### config.mk
export PLATFORM = sky130hd
export DESIGN_NAME = comp_chain_seq_flat
export DESIGN_NICKNAME = d
export VERILOG_FILES = /design/src/rtl/comp_chain_seq_if.sv /design/src/rtl/comp_chain_seq.sv /design/src/flat_wrapper.sv
export SDC_FILE = /design/constraint.sdc
export NUM_CORES = 1
export LEC_CHECK = 0
export CAP_MARGIN = 40
export CORE_MARGIN = 2
export CORE_UTILIZATION = 40
export CTS_BUF_LIST = sky130_fd_sc_hd__clkbuf_4 sky130_fd_sc_hd__clkbuf_8 sky130_fd_sc_hd__clkbuf_16
export DETAILED_ROUTE_END_ITERATION = 12
export PLACE_DENSITY_LB_ADDON = 0.2
export SLEW_MARGIN = 40
export SYNTH_ARGS = -nofsm -noshare
export SYNTH_HDL_FRONTEND = slang
export SYNTH_SLANG_ARGS = --single-unit
export TNS_END_PERCENT = 100
### constraint.sdc
create_clock -name clk -period 1.8 [get_ports clk]
set_clock_uncertainty 0.2 [all_clocks]
set_input_delay 0.18 -clock clk [delete_from_list [all_inputs] [get_ports clk]]
set_output_delay 0.18 -clock clk [all_outputs]
set_load 0.03 [all_outputs]
### src/rtl/comp_chain_seq_if.sv
// Chunk stream from COMP2: one E/G/L triple per beat under valid/ready.
interface comp_chain_seq_if;
  logic in_valid;
  logic in_ready;
  logic E;
  logic G;
  logic L;

  modport master (output in_valid, output E, output G, output L, input in_ready);
  modport slave  (input in_valid, input E, input G, input L, output in_ready);
endinterface

### src/rtl/comp_chain_seq.sv
// Sequential MSB-first comparator back-end: folds NCHUNK COMP2 triples into
// one eq/gt/lt verdict and flags any triple that is not one-hot.
module comp_chain_seq #(
  parameter int NCHUNK = 4,
  localparam int CW = (NCHUNK > 1) ? $clog2(NCHUNK) : 1
) (
  input  logic                   clk,
  input  logic                   rst_n,
  input  logic                   start,
  input  logic                   abort,
  comp_chain_seq_if.slave        chunk,
  output logic                   busy,
  output logic                   done,
  output logic                   eq_o,
  output logic                   gt_o,
  output logic                   lt_o,
  output logic                   err,
  output logic [CW-1:0]          chunk_idx,
  output logic [1:0]             state_dbg
);

  localparam logic [1:0] ST_IDLE  = 2'd0;
  localparam logic [1:0] ST_ACCUM = 2'd1;
  localparam logic [1:0] ST_DONE  = 2'd2;

  // Handshake: a chunk is consumed on a rising edge where in_valid and
  // in_ready are both high; in_ready depends on state only, never on in_valid.

  logic [1:0]    state_q, state_d;
  logic [CW-1:0] idx_q, idx_d;
  logic          decided_q, decided_d;
  logic          rec_gt_q, rec_gt_d;
  logic          err_q, err_d;
  logic          eq_q, eq_d;
  logic          gt_q, gt_d;
  logic          lt_q, lt_d;

  logic [2:0] egl;
  logic       one_hot;
  logic       accept;

  assign egl     = {chunk.E, chunk.G, chunk.L};
  assign one_hot = (egl == 3'b100) || (egl == 3'b010) || (egl == 3'b001);
  assign accept  = chunk.in_valid && (state_q == ST_ACCUM);

  always_comb begin
    state_d   = state_q;
    idx_d     = idx_q;
    decided_d = decided_q;
    rec_gt_d  = rec_gt_q;
    err_d     = err_q;
    eq_d      = eq_q;
    gt_d      = gt_q;
    lt_d      = lt_q;
    case (state_q)
      ST_IDLE: begin
        if (start && !abort) begin
          state_d   = ST_ACCUM;
          idx_d     = '0;
          decided_d = 1'b0;
          rec_gt_d  = 1'b0;
          err_d     = 1'b0;
          eq_d      = 1'b0;
          gt_d      = 1'b0;
          lt_d      = 1'b0;
        end
      end
      ST_ACCUM: begin
        if (abort) begin
          state_d   = ST_IDLE;
          idx_d     = '0;
          decided_d = 1'b0;
          rec_gt_d  = 1'b0;
          err_d     = 1'b0;
          eq_d      = 1'b0;
          gt_d      = 1'b0;
          lt_d      = 1'b0;
        end else if (accept) begin
          // First decisive chunk wins; later chunks are only checked for one-hot.
          if (!one_hot) begin
            err_d = 1'b1;
          end else if (!decided_q && chunk.G) begin
            decided_d = 1'b1;
            rec_gt_d  = 1'b1;
          end else if (!decided_q && chunk.L) begin
            decided_d = 1'b1;
            rec_gt_d  = 1'b0;
          end
          if (idx_q == CW'(NCHUNK - 1)) begin
            state_d = ST_DONE;
            idx_d   = '0;
            eq_d    = !err_d && !decided_d;
            gt_d    = !err_d && decided_d && rec_gt_d;
            lt_d    = !err_d && decided_d && !rec_gt_d;
          end else begin
            idx_d = idx_q + CW'(1);
          end
        end
      end
      ST_DONE: begin
        state_d = ST_IDLE;
        if (abort) begin
          idx_d     = '0;
          decided_d = 1'b0;
          rec_gt_d  = 1'b0;
          err_d     = 1'b0;
          eq_d      = 1'b0;
          gt_d      = 1'b0;
          lt_d      = 1'b0;
        end
      end
      default: state_d = ST_IDLE;
    endcase
  end

  always_ff @(posedge clk) begin
    if (!rst_n) begin
      state_q   <= ST_IDLE;
      idx_q     <= '0;
      decided_q <= 1'b0;
      rec_gt_q  <= 1'b0;
      err_q     <= 1'b0;
      eq_q      <= 1'b0;
      gt_q      <= 1'b0;
      lt_q      <= 1'b0;
    end else begin
      state_q   <= state_d;
      idx_q     <= idx_d;
      decided_q <= decided_d;
      rec_gt_q  <= rec_gt_d;
      err_q     <= err_d;
      eq_q      <= eq_d;
      gt_q      <= gt_d;
      lt_q      <= lt_d;
    end
  end

  assign chunk.in_ready = (state_q == ST_ACCUM);
  assign busy           = (state_q == ST_ACCUM) || (state_q == ST_DONE);
  assign done           = (state_q == ST_DONE);
  assign eq_o           = eq_q;
  assign gt_o           = gt_q;
  assign lt_o           = lt_q;
  assign err            = err_q;
  assign chunk_idx      = idx_q;
  assign state_dbg      = state_q;

endmodule

### src/flat_wrapper.sv
// flat-port wrapper written by rule: the top's interface ports become plain ports
module comp_chain_seq_flat 
#(
  parameter int NCHUNK = 4,
  localparam int CW = (NCHUNK > 1) ? $clog2(NCHUNK) : 1
)
  (clk, rst_n, start, abort, busy, done, eq_o, gt_o, lt_o, err, chunk_idx, state_dbg, chunk_in_valid, chunk_E, chunk_G, chunk_L, chunk_in_ready);
  comp_chain_seq_if chunk_i ();
  input  logic clk;
  input  logic rst_n;
  input  logic start;
  input  logic abort;
  output logic busy;
  output logic done;
  output logic eq_o;
  output logic gt_o;
  output logic lt_o;
  output logic err;
  output logic [CW-1:0] chunk_idx;
  output logic [1:0] state_dbg;
  input wire logic [$bits(chunk_i.in_valid)-1:0] chunk_in_valid;
  input wire logic [$bits(chunk_i.E)-1:0] chunk_E;
  input wire logic [$bits(chunk_i.G)-1:0] chunk_G;
  input wire logic [$bits(chunk_i.L)-1:0] chunk_L;
  output wire logic [$bits(chunk_i.in_ready)-1:0] chunk_in_ready;
  assign chunk_i.in_valid = chunk_in_valid;
  assign chunk_i.E = chunk_E;
  assign chunk_i.G = chunk_G;
  assign chunk_i.L = chunk_L;
  assign chunk_in_ready = chunk_i.in_ready;
  comp_chain_seq #(.NCHUNK(NCHUNK)) u_core (.clk(clk), .rst_n(rst_n), .start(start), .abort(abort), .chunk(chunk_i), .busy(busy), .done(done), .eq_o(eq_o), .gt_o(gt_o), .lt_o(lt_o), .err(err), .chunk_idx(chunk_idx), .state_dbg(state_dbg));
endmodule
==> summary.txt <==
Setup path
  • Data required, critical path: approximately 1800 ps
  • Reg2reg path depth: 8
  • Setup slack, reg-to-reg: -50 ps
  • CP max FO: 4
  • Crit Path Class: flop to flop
  • Reg-to-Reg Start: u_core.state_dbg[1]
  • Worst setup SP type: flop
  • Crit path DAT: ~1900 ps
  • Element type at the critical path end: flop
  • FF-to-FF End: u_core.gt_o

STA
  • Final Cycle Share: 103%
  • Slew @ Worst Pin: around 460 ps
  • RSZ-0062 raised after global routing: yes
  • Setup TNS: -53.4 ps
  • Max Slew Vio Count: 0
  • Slew headroom: 69.0%
  • WHS: approximately 250 ps
  • Fmax: between 500 and 600 MHz
  • Final setup violation count: 1
  • Final hold viol count: 0
  • Fin crit period: roughly 1900 ps
  • Final worst setup slack: -53.4 ps

Power and ir drop
  • Static Leak: 0.450 nW
  • PwrDens: approximately 1400 mW/mm²
  • Peak VDD IR: 1.05 mV

Synth
  • Synth top area share: 31.4%
  • Post-synth top area cell: dfxtp_1
  • Post-synth ARST share: 0%
  • Mean Syn Cell Area: approximately 8.7 µm²
  • Seq/Total Area, Yosys: between 30% and 40%
  • Number of enable flip-flop cells after synthesis: 0
  • Yosys reg bits: 10
  • Commonest cells in the netlist: dfxtp_1, a21oi_1, nand2_1, nor2_1
  • Mapped Cells: 73
  • Cell with the most instances after synthesis: dfxtp_1
  • Leading cell types by total area after synthesis: dfxtp_1, ha_1, a21oi_1, nand2_1, nor2_1
  • Net Count, Synth: 86
  • Synth Flop Type: dfxtp_1
  • Synth warn: 0
  • Mapped cell area: 637 µm²
  • Yosys cell types: 30

Status
  • Outcome: finished, violations left
  • Violated checks: negative setup slack

Detailed routing
  • WL/cell: ~13 µm
  • DR vias: 653
  • DRC: 0
  • Remaining antenna violation count after routing: 0
  • 1st-iter DRT viols: 7
  • Detailed Route WL: about 1.6 mm
  • 1st-pass router iterations: 3
  • Vias/cell: around 5.1

Place
  • Cell Area, Placed: approximately 960 µm²
  • DP HPWL: roughly 1.2 mm
  • Routability Congestion: 0.746
  • I/O Buffers: 18
  • Placed cells: 120

Worst hold path
  • Hold endpoint: u_core.lt_o
  • Hold crit path type: flop to flop
  • Hold path start: u_core.lt_o
  • WHS Path Cells: 2

Clock network
  • CTS Hold Bufs: 0
  • Clock sinks: 10
  • CTS tree: yes
  • Root buf cell: clkbuf_4
  • Clock slew at reported path FFs: around 70 ps
  • Htree depth: 1
  • Worst skew pair latency: 270 ps
  • CTS Buffer Depth: 2
  • Total CTS buffers: 3

Floorplanning
  • Die span in y: 43.9 µm
  • Core area: between 0.0015 and 0.002 mm²
  • Rows: 14
  • # IOs: 19
  • Die area: 0.00193 mm²
  • Die width: about 44 µm
  • Initial Utilization: between 40% and 50%

Finish
  • Final Non-Filler Cells: around 130
  • Nets: about 130
  • Post-route cell area: between 0.001 and 0.0015 mm²
  • Synth-to-layout area growth: 61.1%
  • Fill cells: ~130
  • Layout cells sized above 1: a little over a third
  • Antenna Cells: 0

Global route
  • Global-route usage over all layers: approximately a fifth
  • Initial antenna violation count: 0
  • Vias in the first global route: 622
  • GRT overflow: 0
  • Global-route wire length before repair: between 2 and 3 mm
  • Largest net degree at the start of global routing: 12

Job
  • Max Cap Viol: 0
## cell usage in the layout (no fill, tap or decap), types with 2 or more instances in the layout
master / instances
inv_1: 4
o21ai_0: 2
nor2b_1: 3
o2111ai_1: 2
nor2_1: 6
nand2_1: 7
clkbuf_2: 2
buf_4: 16
dfxtp_1: 8
ha_1: 2
ha_2: 2
nor3b_1: 2
xnor2_1: 2
a21oi_2: 4
a21oi_1: 4
clkbuf_4: 3
clkdlybuf4s50_1: 13
dlymetal6s2s_1: 2
dfxtp_4: 2
a21boi_1: 2
## state kept, by name (all words and copies together) (netlist names)
signal            cells
u_core.rec_gt_q       1
u_core.err            1
u_core.state_dbg      2
u_core.gt_o           1
u_core.decided_q      1
u_core.chunk_idx      2
u_core.eq_o           1
u_core.lt_o           1
## worst max-delay path, stage by stage, from the launching register on
cell and delay [ps]:
dfxtp_4 350, inv_2 40, ha_4 150, nor2b_4 130, buf_6 120, a22oi_4 150, nand2_4 60, or4b_1 460
a21boi_1 130
## worst max-delay path by stage
stage / startpoint / end / slack [ps] / cells after the start
after floorplan: u_core.state_dbg[1] / u_core.gt_o / -160 / 7
after global placement: chunk_L / u_core.gt_o / -260 / 6
after detailed placement: abort / u_core.gt_o / -280 / 6
after CTS: u_core.state_dbg[1] / u_core.gt_o / -60 / 7
after global routing: u_core.state_dbg[1] / u_core.gt_o / -140 / 8
final: u_core.state_dbg[1] / u_core.gt_o / -50 / 8
## where the power goes
| part | total (mW) | switching (mW) | leakage (nW) | internal, mW |
|---|---|---|---|---|
| sequential | 0.305 | 0.0356 | 0.0825 | 0.269 |
| clock | 0.163 | 0.0825 | 0.0154 | 0.0803 |
| combinational | 0.941 | 0.499 | 0.353 | 0.442 |
| total | 1.41 | 0.617 | 0.450 | 0.791 |
## metrics by stage
stage	util, %	setup slack (ps)	power [mW]
after CTS	68.0	-59.6	1.40
after global routing	68.1	-138	1.51
final	68.1	-53.4	1.41
after global placement	64.0	-259	1.21
after detailed placement	64.0	-282	1.22
after floorplan	-	-161	0.836
## cell type report
class	count	area, µm²	area share (%)
timing repair buffer	35	305	29.8
tap	16	20.0	1.95
clock buffer	3	22.5	2.20
multi-input combinational	57	448	43.7
sequential	10	208	20.2
clock inverter	1	3.75	0.366
inverter	5	18.8	1.83
## cell families (layout without fill, tap and decap cells)
group           Yosys count  in the layout  share of synthesized area [%]
flops                    10             10                           31.4
fa+ha+maj                 5              5                           9.82
mux                       1              1                           1.57
xor+xnor                  2              2                           2.75
compound gates           20             20                           23.4
simple gates             29             29                           27.5
buf+inv                   6             44                           3.54
## timing repair
item / in CTS / in global routing
endpoints found under the setup margin: 5 / 7
pin swaps: 3 / 1
buffers inserted: 3 / 0
resized for setup: 9 / 7
cloned: 0 / 0
## routing by layer
layer  vias to the layer above  track usage [%]  wire, µm
met5                         -                0         0
met1                       303             23.4       786
met2                        11             30.6       751
li1                        335                -         -
met4                         0             7.27        19
met3                         4             7.50        71
No activity file was read; power rests on OpenSTA's default activity.
